`config.mk`:
```
export PLATFORM = sky130hd
export DESIGN_NAME = idct_transpose_buffer_flat
export DESIGN_NICKNAME = d
export VERILOG_FILES = /design/src/rtl/idct_transpose_buffer_if.sv /design/src/rtl/idct_transpose_buffer.sv /design/src/flat_wrapper.sv
export SDC_FILE = /design/constraint.sdc
export NUM_CORES = 2
export LEC_CHECK = 0
export CAP_MARGIN = 20
export CORE_UTILIZATION = 46
export CTS_CLUSTER_DIAMETER = 120
export DETAILED_ROUTE_END_ITERATION = 8
export PLACE_DENSITY = 0.67
export SKIP_CTS_REPAIR_TIMING = 1
export SYNTH_ARGS = -nofsm -noshare
export SYNTH_HDL_FRONTEND = slang
export SYNTH_SLANG_ARGS = --single-unit
```
`constraint.sdc`:
```
create_clock -name clk -period 17.66 [get_ports clk]
set_clock_uncertainty 0.2 [all_clocks]
set_input_delay 2.649 -clock clk [delete_from_list [all_inputs] [get_ports clk]]
set_output_delay 2.649 -clock clk [all_outputs]
set_load 0.005 [all_outputs]
```
`src/rtl/idct_transpose_buffer_if.sv`:
```
// Row-in / column-out bus between the row IDCT, the transpose buffer and col_idct.
// The master side drives rows and accepts columns; the slave side is the buffer.
interface idct_transpose_buffer_if #(
   parameter int WIDTH = 32
);
   logic [WIDTH-1:0] in0, in1, in2, in3, in4, in5, in6, in7;
   logic             in_valid;
   logic             in_ready;
   logic [WIDTH-1:0] y0, y1, y2, y3, y4, y5, y6, y7;
   logic             out_valid;
   logic             out_ready;
   logic             blk_last;

   modport master (
      output in0, in1, in2, in3, in4, in5, in6, in7, in_valid, out_ready,
      input  in_ready, y0, y1, y2, y3, y4, y5, y6, y7, out_valid, blk_last
   );

   modport slave (
      input  in0, in1, in2, in3, in4, in5, in6, in7, in_valid, out_ready,
      output in_ready, y0, y1, y2, y3, y4, y5, y6, y7, out_valid, blk_last
   );
endinterface

```
`src/rtl/idct_transpose_buffer.sv`:
```
// Ping-pong 8x8 transpose: rows are written into one bank while the other bank
// is read out column by column, giving one row in and one column out per cycle.
module idct_transpose_buffer #(
   parameter int WIDTH = 32
) (
   input logic                  clk,
   input logic                  reset,
   idct_transpose_buffer_if.slave bus
);

   logic [WIDTH-1:0] mem [2][8][8];
   logic [WIDTH-1:0] row_in  [8];
   logic [WIDTH-1:0] col_out [8];

   logic [1:0] full;
   logic       wb;
   logic       rb;
   logic [2:0] wr;
   logic [2:0] rc;

   logic in_ready_i;
   logic out_valid_i;
   logic wr_acc;
   logic rd_acc;

   assign row_in[0] = bus.in0;
   assign row_in[1] = bus.in1;
   assign row_in[2] = bus.in2;
   assign row_in[3] = bus.in3;
   assign row_in[4] = bus.in4;
   assign row_in[5] = bus.in5;
   assign row_in[6] = bus.in6;
   assign row_in[7] = bus.in7;

   // Write and read never target the same bank: writing needs !full, reading needs full.
   assign in_ready_i  = !full[wb];
   assign out_valid_i = full[rb];
   assign wr_acc      = bus.in_valid && in_ready_i;
   assign rd_acc      = out_valid_i && bus.out_ready;

   always_ff @(posedge clk) begin
      if (reset) begin
         full <= 2'b00;
         wb   <= 1'b0;
         rb   <= 1'b0;
         wr   <= 3'd0;
         rc   <= 3'd0;
      end else begin
         if (wr_acc) begin
            wr <= wr + 3'd1;
            if (wr == 3'd7) begin
               full[wb] <= 1'b1;
               wb       <= ~wb;
            end
         end
         if (rd_acc) begin
            rc <= rc + 3'd1;
            if (rc == 3'd7) begin
               full[rb] <= 1'b0;
               rb       <= ~rb;
            end
         end
      end
   end

   // Bank contents are don't-care after reset, so the array carries no reset.
   always_ff @(posedge clk) begin
      if (!reset && wr_acc) begin
         for (int c = 0; c < 8; c++) begin
            mem[wb][wr][c] <= row_in[c];
         end
      end
   end

   always_comb begin
      for (int k = 0; k < 8; k++) begin
         col_out[k] = '0;
         if (out_valid_i) begin
            col_out[k] = mem[rb][k][rc];
         end
      end
   end

   assign bus.in_ready  = in_ready_i;
   assign bus.out_valid = out_valid_i;
   assign bus.blk_last  = out_valid_i && (rc == 3'd7);

   assign bus.y0 = col_out[0];
   assign bus.y1 = col_out[1];
   assign bus.y2 = col_out[2];
   assign bus.y3 = col_out[3];
   assign bus.y4 = col_out[4];
   assign bus.y5 = col_out[5];
   assign bus.y6 = col_out[6];
   assign bus.y7 = col_out[7];

endmodule

```
`src/flat_wrapper.sv`:
```
// flat-port wrapper written by rule: the top's interface ports become plain ports
module idct_transpose_buffer_flat 
#(
   parameter int WIDTH = 32
)
  (clk, reset, bus_in0, bus_in1, bus_in2, bus_in3, bus_in4, bus_in5, bus_in6, bus_in7, bus_in_valid, bus_out_ready, bus_in_ready, bus_y0, bus_y1, bus_y2, bus_y3, bus_y4, bus_y5, bus_y6, bus_y7, bus_out_valid, bus_blk_last);
  idct_transpose_buffer_if #(.WIDTH(WIDTH)) bus_i ();
  input logic clk;
  input logic reset;
  input wire logic [$bits(bus_i.in0)-1:0] bus_in0;
  input wire logic [$bits(bus_i.in1)-1:0] bus_in1;
  input wire logic [$bits(bus_i.in2)-1:0] bus_in2;
  input wire logic [$bits(bus_i.in3)-1:0] bus_in3;
  input wire logic [$bits(bus_i.in4)-1:0] bus_in4;
  input wire logic [$bits(bus_i.in5)-1:0] bus_in5;
  input wire logic [$bits(bus_i.in6)-1:0] bus_in6;
  input wire logic [$bits(bus_i.in7)-1:0] bus_in7;
  input wire logic [$bits(bus_i.in_valid)-1:0] bus_in_valid;
  input wire logic [$bits(bus_i.out_ready)-1:0] bus_out_ready;
  output wire logic [$bits(bus_i.in_ready)-1:0] bus_in_ready;
  output wire logic [$bits(bus_i.y0)-1:0] bus_y0;
  output wire logic [$bits(bus_i.y1)-1:0] bus_y1;
  output wire logic [$bits(bus_i.y2)-1:0] bus_y2;
  output wire logic [$bits(bus_i.y3)-1:0] bus_y3;
  output wire logic [$bits(bus_i.y4)-1:0] bus_y4;
  output wire logic [$bits(bus_i.y5)-1:0] bus_y5;
  output wire logic [$bits(bus_i.y6)-1:0] bus_y6;
  output wire logic [$bits(bus_i.y7)-1:0] bus_y7;
  output wire logic [$bits(bus_i.out_valid)-1:0] bus_out_valid;
  output wire logic [$bits(bus_i.blk_last)-1:0] bus_blk_last;
  assign bus_i.in0 = bus_in0;
  assign bus_i.in1 = bus_in1;
  assign bus_i.in2 = bus_in2;
  assign bus_i.in3 = bus_in3;
  assign bus_i.in4 = bus_in4;
  assign bus_i.in5 = bus_in5;
  assign bus_i.in6 = bus_in6;
  assign bus_i.in7 = bus_in7;
  assign bus_i.in_valid = bus_in_valid;
  assign bus_i.out_ready = bus_out_ready;
  assign bus_in_ready = bus_i.in_ready;
  assign bus_y0 = bus_i.y0;
  assign bus_y1 = bus_i.y1;
  assign bus_y2 = bus_i.y2;
  assign bus_y3 = bus_i.y3;
  assign bus_y4 = bus_i.y4;
  assign bus_y5 = bus_i.y5;
  assign bus_y6 = bus_i.y6;
  assign bus_y7 = bus_i.y7;
  assign bus_out_valid = bus_i.out_valid;
  assign bus_blk_last = bus_i.blk_last;
  idct_transpose_buffer #(.WIDTH(WIDTH)) u_core (.clk(clk), .reset(reset), .bus(bus_i));
endmodule
```
Yosys cells after proc, flatten, opt, wreduce, memory -nomap -nowiden
Memory sizes are Yosys's and may differ from the RTL's. A register that Yosys moved wholly into a read port is not among the register bits.
Index checks and enable logic that the tools add are counted.
Word-level totals
  RAM bits: 4096
  bits of input ports: 260
  memories kept: 1
  register bits after elaboration: 10
Memory list
  u_core.mem: words 2, bits a word 2048, rd ports 1, clocked after Yosys merged registers in 1, write ports 1, line idct_transpose_buffer.sv:11  | logic [WIDTH-1:0] mem [2][8][8];
Cells by class
  add/subtract/negate cells: 2
  bitwise gates (word level): 14343
  equality and inequality tests: 2
  muxes and demuxes: 14408
  magnitude comparators: 7
  reduce and logical (&&, ||, !) cells: 11
Operators with widths (count)
  2-to-1 mux 2048 bit: 8
  2-to-1 mux 1 bit: 14345
  OR 1 bit: 14336
  demux 256 bit (select 3 bit): 8
  2-to-1 mux 32 bit: 25
  binary-select mux 32 bit (select 3 bit): 8
  2-to-1 mux 256 bit: 1
  2-to-1 mux 224 bit: 1
  2-to-1 mux 192 bit: 1
  2-to-1 mux 160 bit: 1
  2-to-1 mux 128 bit: 1
  2-to-1 mux 96 bit: 1
  2-to-1 mux 64 bit: 1
  2-to-1 mux 2 bit: 5
  >= comparator 4 bit (second input constant): 2
  inverter 3 -> 4 bit: 2
  logical AND 1 bit: 7
  adder 3 x 1 -> 3 bit (second input constant): 2
  equality test 3 bit (second input constant): 2
  < comparator 1 x 2 -> 1 bit (second input constant): 2
  < comparator 4 x 1 -> 1 bit (second input constant): 1
  AND reduction 2 bit: 2
  AND 2 bit: 1
  demux 1 bit (select 1 bit): 2
  other kinds (5): 8

Logic depth before layout (Yosys ltp)
  depth in word-level cells: 14
  gate-level depth with buffers: 9
  mapped depth without buffers: 6

Least setup slack after synthesis
Ideal clock, no wire load.
  kind: input to register
  from: input reset
  to: memory u_core.mem[0][0] (netlist bit) (enable)
  cell stages on the path: 6
  buffers on the path: 3
  data arrival time: 14813 ps
  setup slack: 1743 ps
  data required time: 16556 ps
  path through: buf_2 -> nand3b_4 -> nor4_4 -> buf_2 -> buf_2 -> nor2b_1
Between the ends
  word-level cells in the longest chain between the ends: 11
RTL lines
  start, declared: line flat_wrapper.sv:9  | input logic reset;
  logical NOT 1 bit (*)
  logical AND 1 bit (*)
  2-to-1 mux 1 bit (*)
  2-to-1 mux 2048 bit
  OR 1 bit (no line) (6 in a row)
  OR 1 bit (no line) (*)
  end, declared: line idct_transpose_buffer.sv:11
Every way passes the cells marked *; elsewhere a longest branch is shown, timed or not.

==> flow_metrics.tcl <==
set metrics [dict create \
    outcome "finished, final reports clean" \
    hold-path-cell-count 2 \
    fmax_mhz 106 \
    r2r_start "u_core.wb" \
    grt_use_met2_pct 46.1 \
    core_area_um2 370000 \
    vias 96400 \
    post-place-ws_ns 9.05 \
    final_core_util_pct 52.4 \
    crit_buf_inv 4 \
    clkPwrFrac_pct 43.0 \
    worstPathMaxFanout 110 \
    clock_latency_ns 0.99 \
    cts.clk_slew.worst_paths_ns 0.06 \
    fill_cells 29000 \
    finalCritPeriodShare_pct 53.6 \
    rows 223 \
    vias_per_cell 6.34 \
    routedWlPerCell_um 36.2 \
    ys_seq_elements 4107 \
    cts_buffer_depth 4 \
    grt-busiest-layer "met2" \
    grt_pass1_wl_mm 751 \
    antenna_found_initial 95 \
    yosysSeqAreaShare_pct 71.9 \
    drtIter0Drc 14800 \
    ir_drop_mv 0.0920 \
    hpwl_mm 344 \
    rrSetupSlack_ns 11.90 \
    worst_slew_pin_slew_ns 1.39 \
    slew_viol_final 0 \
    io_pins 519 \
    wl_mm 550 \
    die_h_um 612 \
    slowest_stage "buf_4" \
    die_area_um2 375000 \
    p_per_area_nw_per_um2 106 \
    drtPass1Iterations 8 \
    drive_gt1_share_pct 18.9 \
    hold_start "u_core.rb" \
    met1_usage_pct 36.7 \
    drc 0 \
    period_minus_slack_ns 9.46 \
    maxCapViolations 0 \
    yosysUniqueCellTypes 42 \
    nNetsFinal 10100 \
    p_switching_w 0.00435 \
    p_leak_nw 65.4 \
    start_util_pct 46.3 \
    end_kind "primary output" \
    clock_sinks 4107 \
    root_buffer "clkbuf_16" \
    crit_arrival_ns 6.61 \
    slew_headroom_pct 7.08 \
    reg2reg_to "u_core.mem[1][1197]" \
    grt_pass1_vias 96100 \
    syn_nets 9861 \
    grt_usage_pct 29.1 \
    p_comb_share_pct 4.1 \
    ff2ff_path_depth 7 \
    slowest_delay_ns 0.91 \
    synthToLayoutAreaGrowth_pct 13.2 \
    final_common_cell "edfxtp_1" \
    io_buffers 518 \
    switching_share_pct 21.2 \
    grt_util_met3_pct 7.39 \
    setup_tns_ns 0 \
    critPathKind "flop to primary output" \
    grt_max_degree 161 \
    synth-main-ff-cell "edfxtp_1" \
    internal_power_w 0.0161 \
    cp-start-kind "flop" \
    seq_power_share_pct 53.0 \
    finalHoldViolCount 0 \
    yosys_warnings 0 \
    hp-class "flop to flop" \
    synth_edf_count 4096 \
    grt-ovfl-total 0 \
    synth-async-reset-ratio_pct 0 \
    syn_avg_cell_area_um2 17.8 \
    layout_setup_ws_ns 8.20 \
    cts_tree "yes" \
    die_w_um 612 \
    place_congestion 0.820 \
    rsz0062_at_grt "no" \
    cts_made_buffers 410 \
    synthCells 9597 \
    synth.cell_area_um2 171000 \
    cpMostUsedCell "buf_4" \
    setup_violations 0 \
    ant_nets 0 \
    cts_max_level 5 \
    critPathTopFamily "buffers and inverters" \
    critPathRequiredTime_ns 14.81 \
    critical_path.cell_chain "buf_4 -> buf_4 -> buf_12 -> mux4_2 -> a22o_1 -> a221o_1 -> clkdlybuf4s50_1" \
    mostFrequentLayoutCells "4096 x edfxtp_1, 1928 x nand2_1, 1023 x mux4_2" \
]
==> logic make-up (layout without fill, tap and decap cells) <==
kind of cell	after synthesis	after routing	synth area share (%)
muxes	1025	1025	13.5
AOI/OAI and AO/OA	1420	1420	6.77
xor gates and xnor gates	3	3	0.0153
other	0	50	0
and+or+nand+nor	2108	2108	4.90
adders and majority gates	4	4	0.0292
buffers and inverters	930	1535	2.87
DFF	4107	4107	71.9
==> metal layers <==
layer	vias to the layer above	part of all wire, %
met5	-	0.058
met4	50	6.3
met3	1089	12
met2	6337	48
met1	50400	34
li1	38600	-
==> flip-flops by register name, indices dropped and copies added, names as in the netlist, named ones only <==
register	cells
u_core.rc	3
u_core.rb	1
u_core.mem	4096
u_core.wb	1
u_core.full	2
u_core.wr	3
==> per-stage QoR <==
| stage | hold slack [ns] | power (W) | instances | instance area [µm²] |
|---|---|---|---|---|
| final | 0.360 | 0.0205 | 15200 | 194000 |
| after global placement | 0.332 | 0.0118 | 14400 | 180000 |
| after global routing | 0.373 | 0.0209 | 15200 | 194000 |
| after CTS | 0.335 | 0.0205 | 15100 | 193000 |
| after floorplan | 0.293 | 0.0115 | 9597 | 171000 |
| after detailed placement | 0.325 | 0.0119 | 14400 | 180000 |
==> tightest hold or removal path, delay by kind of cell, from the launching register on <==
family | cells | cell delay (ns)
flops | 1 | 0.35
buf+inv | 1 | 0.10
compound gates | 1 | 0.07
==> cell usage after synthesis, types with 2 or more instances <==
cell type  number  area share [%]
mux4_2       1023              13
nor2_1         11           0.024
buf_4         211            0.92
inv_1           3          0.0066
dfxtp_1        11            0.13
a21o_1        896             3.9
edfxtp_1     4096              72
a221o_1       255             1.5
a21oi_1         6           0.018
xor2_1          2           0.010
buf_1          29           0.064
buf_6          33            0.22
and2_1          9           0.033
nor4_4          2           0.025
buf_2         304            0.89
nand2_1      1928             4.2
nand3_1         6           0.018
nor3b_1         2          0.0088
and4_1          6           0.031
inv_2           2          0.0044
ha_1            4           0.029
a22o_1        255             1.3
clkbuf_1      348            0.76
nor2b_1       135            0.49
nand4_1         3           0.011
==> worst max-delay path by stage <==
stage,startpoint,to,slack [ns],depth (start not counted)
2_1_floorplan,reset,u_core.mem[0][0],1.74,6
3_3_place_gp,flop,bus_y1[27],9.07,7
3_5_place_dp,flop,bus_y1[27],9.05,7
4_1_cts,flop,bus_y1[27],7.97,7
5_1_grt,flop,bus_y1[26],7.67,7
6_report,flop,bus_y1[27],8.20,7
==> cell type report <==
cell class,instances,area (µm²),area share [%]
Tap cell,4950,6190,3.20
Clock inverter,256,2600,1.34
Inverter,5,18.8,0.00968
Sequential cell,4107,123000,63.6
Timing Repair Buffer,773,7550,3.90
Antenna cell,50,125,0.0645
Multi-Input combinational cell,4560,43300,22.3
Clock buffer,501,10900,5.60
==> power by group through the flow <==
stage	combinational (W)	sequential [W]	clock, W
2_1_floorplan	0.000408	0.0111	0
3_3_place_gp	0.000779	0.0110	0
3_5_place_dp	0.000825	0.0110	0
4_1_cts	0.000828	0.0108	0.00885
5_1_grt	0.000871	0.0108	0.00921
6_report	0.000839	0.0108	0.00879
Note: power is estimated with default switching activity, not from simulation.
